**config.mk**
```make
export PLATFORM = sky130hd
export DESIGN_NAME = multicycle_ctrl
export DESIGN_NICKNAME = d
export VERILOG_FILES = /design/src/rtl/mcpu_pkg.sv /design/src/rtl/mcpu_opdec.sv /design/src/rtl/multicycle_ctrl.sv
export SDC_FILE = /design/constraint.sdc
export NUM_CORES = 1
export LEC_CHECK = 0
export CAP_MARGIN = 20
export CORE_MARGIN = 1.5
export CORE_UTILIZATION = 41
export DETAILED_ROUTE_END_ITERATION = 8
export PLACE_DENSITY = 0.92
export RECOVER_POWER = 100
export SLEW_MARGIN = 30
export SYNTH_ARGS = -nofsm -noshare
export SYNTH_HDL_FRONTEND = slang
export SYNTH_SLANG_ARGS = --single-unit
```
**constraint.sdc**
```tcl
create_clock -name clk -period 3.8 [get_ports clk]
set_clock_uncertainty 0.05 [all_clocks]
set_input_delay 0.76 -clock clk [delete_from_list [all_inputs] [get_ports clk]]
set_output_delay 0.76 -clock clk [all_outputs]
set_load 0.005 [all_outputs]
```
**src/rtl/mcpu_pkg.sv**
```systemverilog
// Shared definitions for the multicycle CPU controller: state encodings,
// opcode constants and the datapath select codes.
package mcpu_pkg;

    typedef enum logic [3:0] {
        ST_IDLE     = 4'd0,
        ST_FETCH    = 4'd1,
        ST_DECODE   = 4'd2,
        ST_EXEC_R   = 4'd3,
        ST_EXEC_I   = 4'd4,
        ST_MEM_ADDR = 4'd5,
        ST_MEM_RD   = 4'd6,
        ST_MEM_WB   = 4'd7,
        ST_MEM_WR   = 4'd8,
        ST_R_WB     = 4'd9,
        ST_I_WB     = 4'd10,
        ST_BRANCH   = 4'd11,
        ST_JUMP     = 4'd12
    } state_t;

    localparam logic [5:0] OP_RTYPE = 6'b000000;
    localparam logic [5:0] OP_LW    = 6'b100011;
    localparam logic [5:0] OP_SW    = 6'b101011;
    localparam logic [5:0] OP_BEQ   = 6'b000100;
    localparam logic [5:0] OP_J     = 6'b000010;
    localparam logic [5:0] OP_ADDIU = 6'b001001;
    localparam logic [5:0] OP_ORI   = 6'b001101;
    localparam logic [5:0] OP_LUI   = 6'b001111;

    localparam logic [2:0] ALU_ADD   = 3'b000;
    localparam logic [2:0] ALU_SUB   = 3'b001;
    localparam logic [2:0] ALU_FUNCT = 3'b010;
    localparam logic [2:0] ALU_OR    = 3'b011;
    localparam logic [2:0] ALU_LUI   = 3'b100;

    localparam logic [1:0] PC_SEQ    = 2'b00;
    localparam logic [1:0] PC_BRANCH = 2'b01;
    localparam logic [1:0] PC_JUMP   = 2'b10;

    localparam logic [1:0] SRCB_RT   = 2'b00;
    localparam logic [1:0] SRCB_ONE  = 2'b01;
    localparam logic [1:0] SRCB_IMM  = 2'b10;

endpackage

```
**src/rtl/mcpu_opdec.sv**
```systemverilog
// Opcode decoder: dispatch target for DECODE plus the immediate-ALU
// operation and extension mode used in EXEC_I.
module mcpu_opdec
    import mcpu_pkg::*;
(
    input  logic [5:0] opcode,
    output state_t     dispatch,
    output logic       legal,
    output logic       is_load,
    output logic [2:0] imm_alu_op,
    output logic       imm_ext_op
);

    // Map opcode to the first post-decode state and immediate-ALU controls
    always_comb begin
        dispatch   = ST_FETCH;
        legal      = 1'b1;
        is_load    = 1'b0;
        imm_alu_op = ALU_ADD;
        imm_ext_op = 1'b0;
        case (opcode)
            OP_RTYPE: dispatch = ST_EXEC_R;
            OP_LW: begin
                dispatch = ST_MEM_ADDR;
                is_load  = 1'b1;
            end
            OP_SW:    dispatch = ST_MEM_ADDR;
            OP_BEQ:   dispatch = ST_BRANCH;
            OP_J:     dispatch = ST_JUMP;
            OP_ADDIU: begin
                dispatch   = ST_EXEC_I;
                imm_alu_op = ALU_ADD;
                imm_ext_op = 1'b1;
            end
            OP_ORI: begin
                dispatch   = ST_EXEC_I;
                imm_alu_op = ALU_OR;
            end
            OP_LUI: begin
                dispatch   = ST_EXEC_I;
                imm_alu_op = ALU_LUI;
            end
            default: legal = 1'b0;
        endcase
    end

endmodule

```
**src/rtl/multicycle_ctrl.sv**
```systemverilog
// Multicycle CPU control FSM. Define MCTRL_MEMWAIT_EN to add the mem_ready
// input, which stalls FETCH, MEM_RD and MEM_WR until memory responds.
module multicycle_ctrl
    import mcpu_pkg::*;
(
    input  logic       clk,
    input  logic       rst_n,
    input  logic [5:0] opcode,
    input  logic       zero,
`ifdef MCTRL_MEMWAIT_EN
    input  logic       mem_ready,
`endif
    output logic       pc_write,
    output logic [1:0] pc_src,
    output logic       ir_write,
    output logic       mem_read,
    output logic       mem_write,
    output logic       reg_write,
    output logic       reg_dst,
    output logic       mem_to_reg,
    output logic [1:0] alu_src_b,
    output logic [2:0] alu_op,
    output logic       ext_op,
    output logic       retire,
    output logic       illegal,
    output logic [3:0] state_o
);

    state_t     state_q;
    state_t     state_d;
    state_t     dec_state;
    logic       dec_legal;
    logic       dec_load;
    logic [2:0] dec_alu_op;
    logic       dec_ext_op;
    logic       mem_ok;

`ifdef MCTRL_MEMWAIT_EN
    assign mem_ok = mem_ready;
`else
    assign mem_ok = 1'b1;
`endif

    mcpu_opdec u_opdec (
        .opcode     (opcode),
        .dispatch   (dec_state),
        .legal      (dec_legal),
        .is_load    (dec_load),
        .imm_alu_op (dec_alu_op),
        .imm_ext_op (dec_ext_op)
    );

    assign state_o = state_q;

    // State register; reset parks the FSM in IDLE, whose outputs are all zero
    always_ff @(posedge clk or negedge rst_n) begin
        if (!rst_n) state_q <= ST_IDLE;
        else        state_q <= state_d;
    end

    // Next-state sequencing; memory states hold until mem_ok
    always_comb begin
        state_d = ST_FETCH;
        case (state_q)
            ST_IDLE:     state_d = ST_FETCH;
            ST_FETCH:    state_d = mem_ok ? ST_DECODE : ST_FETCH;
            ST_DECODE:   state_d = dec_legal ? dec_state : ST_FETCH;
            ST_EXEC_R:   state_d = ST_R_WB;
            ST_EXEC_I:   state_d = ST_I_WB;
            ST_MEM_ADDR: state_d = dec_load ? ST_MEM_RD : ST_MEM_WR;
            ST_MEM_RD:   state_d = mem_ok ? ST_MEM_WB : ST_MEM_RD;
            ST_MEM_WR:   state_d = mem_ok ? ST_FETCH : ST_MEM_WR;
            ST_MEM_WB,
            ST_R_WB,
            ST_I_WB,
            ST_BRANCH,
            ST_JUMP:     state_d = ST_FETCH;
            default:     state_d = ST_FETCH;
        endcase
    end

    // Per-state control outputs; unlisted states and encodings drive zero
    always_comb begin
        pc_write   = 1'b0;
        pc_src     = PC_SEQ;
        ir_write   = 1'b0;
        mem_read   = 1'b0;
        mem_write  = 1'b0;
        reg_write  = 1'b0;
        reg_dst    = 1'b0;
        mem_to_reg = 1'b0;
        alu_src_b  = SRCB_RT;
        alu_op     = ALU_ADD;
        ext_op     = 1'b0;
        retire     = 1'b0;
        illegal    = 1'b0;
        case (state_q)
            ST_FETCH: begin
                mem_read  = 1'b1;
                ir_write  = mem_ok;
                pc_write  = mem_ok;
                pc_src    = PC_SEQ;
                alu_src_b = SRCB_ONE;
                alu_op    = ALU_ADD;
            end
            ST_DECODE: begin
                illegal = !dec_legal;
                retire  = !dec_legal;
            end
            ST_EXEC_R: begin
                alu_op    = ALU_FUNCT;
                alu_src_b = SRCB_RT;
            end
            ST_EXEC_I: begin
                alu_src_b = SRCB_IMM;
                alu_op    = dec_alu_op;
                ext_op    = dec_ext_op;
            end
            ST_MEM_ADDR: begin
                alu_op    = ALU_ADD;
                alu_src_b = SRCB_IMM;
                ext_op    = 1'b1;
            end
            ST_MEM_RD: mem_read = 1'b1;
            ST_MEM_WB: begin
                reg_write  = 1'b1;
                mem_to_reg = 1'b1;
                reg_dst    = 1'b0;
                retire     = 1'b1;
            end
            ST_MEM_WR: begin
                mem_write = 1'b1;
                retire    = mem_ok;
            end
            ST_R_WB: begin
                reg_write  = 1'b1;
                reg_dst    = 1'b1;
                mem_to_reg = 1'b0;
                retire     = 1'b1;
            end
            ST_I_WB: begin
                reg_write = 1'b1;
                reg_dst   = 1'b0;
                retire    = 1'b1;
            end
            ST_BRANCH: begin
                alu_op    = ALU_SUB;
                alu_src_b = SRCB_RT;
                pc_src    = PC_BRANCH;
                pc_write  = zero;
                retire    = 1'b1;
            end
            ST_JUMP: begin
                pc_write = 1'b1;
                pc_src   = PC_JUMP;
                retire   = 1'b1;
            end
            default: ;
        endcase
    end

endmodule

```
==> impl_metrics.xml <==
<?xml version="1.0" encoding="UTF-8"?>
<metrics>
  <group name="clock_tree">
    <metric name="cts_tree" unit="">yes</metric>
    <metric name="post_cts.repair.setup_buffers" unit="">0</metric>
    <metric name="clockRootBuffer" unit="">clkbuf_4</metric>
    <metric name="total_of_cells_resized_after_clock_tree_synthesis" unit="">0</metric>
    <metric name="holdBufCountCts" unit="">0</metric>
    <metric name="path_clk_slew" unit="ps">40</metric>
    <metric name="cts_made_buffers" unit="">3</metric>
    <metric name="clock_sinks" unit="">4</metric>
    <metric name="ctsLongestPathBuffers" unit="">2</metric>
    <metric name="clk-insertion-delay-late" unit="ps">240</metric>
    <metric name="h_tree_lvls" unit="">1</metric>
  </group>
  <group name="route">
    <metric name="antenna_left" unit="">0</metric>
    <metric name="detail_route.vias_per_cell" unit="">5.62</metric>
    <metric name="total_via_count_in_the_routed_design" unit="">708</metric>
    <metric name="number_of_detailed_routing_iterations_run_before_antenna_repair" unit="">4</metric>
    <metric name="dr.first_iter.drc_count" unit="">20</metric>
    <metric name="avgRoutedWirePerCell" unit="um">12.9</metric>
    <metric name="route.final.wire_length" unit="mm">1.63</metric>
    <metric name="post-route-drc-count" unit="">0</metric>
  </group>
  <group name="timing">
    <metric name="finalMaxSlewViolations" unit="">0</metric>
    <metric name="unrepaired_setup_endpoints_after_global_routing" unit="">no</metric>
    <metric name="post_route_worst_setup_slack" unit="ps">225</metric>
    <metric name="whs" unit="ps">742</metric>
    <metric name="setup_viol_count_final" unit="">0</metric>
    <metric name="finalCritPeriodShare" unit="%">94.1</metric>
    <metric name="worst_slew_margin_rel" unit="%">57.6</metric>
    <metric name="worst-slew-pin-transition" unit="ps">631</metric>
    <metric name="hold_viol_final" unit="">0</metric>
    <metric name="min_period" unit="ps">3570</metric>
    <metric name="timing.setup.tns" unit="ps">0</metric>
    <metric name="maximum_achievable_frequency" unit="MHz">280</metric>
  </group>
  <group name="synth">
    <metric name="synth_common_cells" unit="">nor2_1 (12), nand2_1 (6)</metric>
    <metric name="synth_async_sr_flop_share" unit="%">100</metric>
    <metric name="synthFlopType" unit="">dfrtp_1</metric>
    <metric name="synth_top_cells_by_area" unit="">dfrtp_1 (17%), nor2_1 (7.7%), nand2b_1 (4.3%), nor2b_1 (4.3%), o22ai_1 (4.3%)</metric>
    <metric name="syn_inst" unit="">86</metric>
    <metric name="synth.ff_latch_count" unit="">4</metric>
    <metric name="net_count_of_the_mapped_netlist" unit="">95</metric>
    <metric name="synth_edf_count" unit="">0</metric>
    <metric name="library_cell_with_the_highest_instance_count_after_synthesis" unit="">nor2_1</metric>
    <metric name="yosys.area.top_type_share" unit="%">17.1</metric>
    <metric name="yosys_warnings" unit="">0</metric>
    <metric name="post_synth.cell_area_avg" unit="um^2">6.81</metric>
    <metric name="synth.cell_area" unit="um^2">586</metric>
    <metric name="synth_cell_types" unit="">37</metric>
    <metric name="synth_seq_area_share" unit="%">17.1</metric>
    <metric name="yosysTopAreaCell" unit="">dfrtp_1</metric>
  </group>
  <group name="placement">
    <metric name="port_buffers" unit="">29</metric>
    <metric name="place.detailed.hpwl" unit="mm">1.26</metric>
    <metric name="finalWeightedCongestion" unit="">0.929</metric>
    <metric name="place_ws" unit="ps">288</metric>
  </group>
  <group name="global_route">
    <metric name="grt_antenna_before_repair" unit="">0</metric>
    <metric name="first_global_vias" unit="">613</metric>
    <metric name="groute.usage.overall" unit="%">23.9</metric>
    <metric name="grt_pass1_wl" unit="mm">2.57</metric>
    <metric name="grt_overflow" unit="">0</metric>
    <metric name="pin_count_of_the_biggest_net_entering_global_routing" unit="">18</metric>
  </group>
  <group name="critical_path">
    <metric name="critPathRequiredTime" unit="ps">2990</metric>
    <metric name="critical_path.reg2reg.endpoint" unit="">state_o[3]$_DFF_PN0_</metric>
    <metric name="crit_arrival" unit="ps">2760</metric>
    <metric name="cp-start-kind" unit="">input pin</metric>
    <metric name="reg2reg_depth" unit="">4</metric>
    <metric name="rr_startpoint" unit="">state_o[0]$_DFF_PN0_</metric>
    <metric name="critical_setup_path_kind" unit="">in -&gt; out</metric>
    <metric name="crit_path_max_fanout" unit="">8</metric>
    <metric name="critical_path.endpoint_type" unit="">output pin</metric>
    <metric name="setup.reg_to_reg.worst_slack" unit="ps">1990</metric>
  </group>
  <group name="status">
    <metric name="status" unit="">completed</metric>
  </group>
  <group name="finish">
    <metric name="syn_to_final_growth" unit="%">50.4</metric>
    <metric name="utilization" unit="%">66.9</metric>
    <metric name="largest_register_ff_count" unit="">4</metric>
    <metric name="antenna-diode-count" unit="">0</metric>
    <metric name="post_route_cells_drive_above_1_share" unit="%">7.21</metric>
    <metric name="final_net_count" unit="">122</metric>
  </group>
  <group name="floorplan">
    <metric name="chipWidth" unit="um">40.8</metric>
    <metric name="design.portCount" unit="">30</metric>
    <metric name="core_area" unit="um^2">1320</metric>
    <metric name="chipHeight" unit="um">40.8</metric>
    <metric name="initial_core_util" unit="%">44.4</metric>
    <metric name="floorplan.rows" unit="">13</metric>
    <metric name="design.die.area" unit="um^2">1660</metric>
  </group>
  <group name="power">
    <metric name="p_leak" unit="nW">0.368</metric>
    <metric name="p_per_area" unit="nW/um^2">524</metric>
    <metric name="fin_total_pwr" unit="mW">0.462</metric>
    <metric name="worst_ir_drop_vdd" unit="mV">0.368</metric>
  </group>
  <group name="hold_path">
    <metric name="worstHoldPathType" unit="">in -&gt; async</metric>
  </group>
  <group name="run">
    <metric name="max-cap-violations" unit="">0</metric>
  </group>
</metrics>
-- stage by stage --
step | area (um^2) | instances
final | 881 | 126
after global routing | 881 | 126
after CTS | 886 | 126
after detailed placement | 863 | 123
after global placement | 863 | 123
after floorplan | 586 | 86
-- cells by family (layout without fill, tap and decap cells) --
kind of cell / after synthesis / after routing / synth area share [%]
DFF: 4 / 4 / 17.1
muxes: 1 / 1 / 1.92
and+or+nand+nor: 45 / 45 / 41.5
buffers and inverters: 13 / 38 / 9.83
AOI/OAI and AO/OA: 22 / 22 / 28.2
xor gates and xnor gates: 1 / 1 / 1.50
-- final cells by class --
class	instances	area [um^2]
fill	112	437
multi-input combinational	69	423
timing repair buffer	30	298
sequential	4	100
clock buffer	3	22.5
inverter	5	18.8
tap	15	18.8
-- power by group --
| part | switching, mW | leakage (nW) | internal, mW |
|---|---|---|---|
| Clock | 0.0171 | 0.0138 | 0.0353 |
| Combinational | 0.125 | 0.304 | 0.175 |
| Sequential | 0.0527 | 0.0500 | 0.0565 |
| Total | 0.195 | 0.368 | 0.267 |
-- layout by cell type, fill, tap and decap left out, types with 2 or more instances in the layout --
master,count
o21ai_0,2
inv_1,4
nor3_2,2
o22ai_1,4
dlygate4sd3_1,20
nand3_1,4
a31o_1,2
dfrtp_1,4
nor2_1,12
nor4_1,2
nand4_1,2
a21oi_1,4
nor2b_1,4
nor3_1,4
clkdlybuf4s50_1,9
nand2_1,6
nand2b_1,4
clkbuf_4,3
o31ai_1,2
-- worst max-delay path by stage --
| stage | start | endpoint | cells after the start |
|---|---|---|---|
| after global routing | opcode[1] | illegal | 6 |
| final | opcode[1] | illegal | 6 |
| after floorplan | opcode[5] | retire | 5 |
| after CTS | opcode[1] | illegal | 6 |
| after global placement | opcode[1] | illegal | 6 |
| after detailed placement | opcode[1] | illegal | 6 |
-- worst max-delay path, cell delays in order --
cell             delay [ps]
dlygate4sd3_1           710
nor2b_1                 230
o22ai_1                 130
a22oi_1                 250
nor2b_1                 170
clkdlybuf4s50_1         510
-- per-layer routing --
metal | track usage, % | up-vias | share of wire, %
met5 | 0 | - | 0
met4 | 15.8 | 0 | 0.86
met3 | 3.26 | 2 | 6.3
met2 | 38.7 | 32 | 50
met1 | 29.0 | 311 | 43
li1 | - | 363 | -
(Power assumes the default switching activity.)
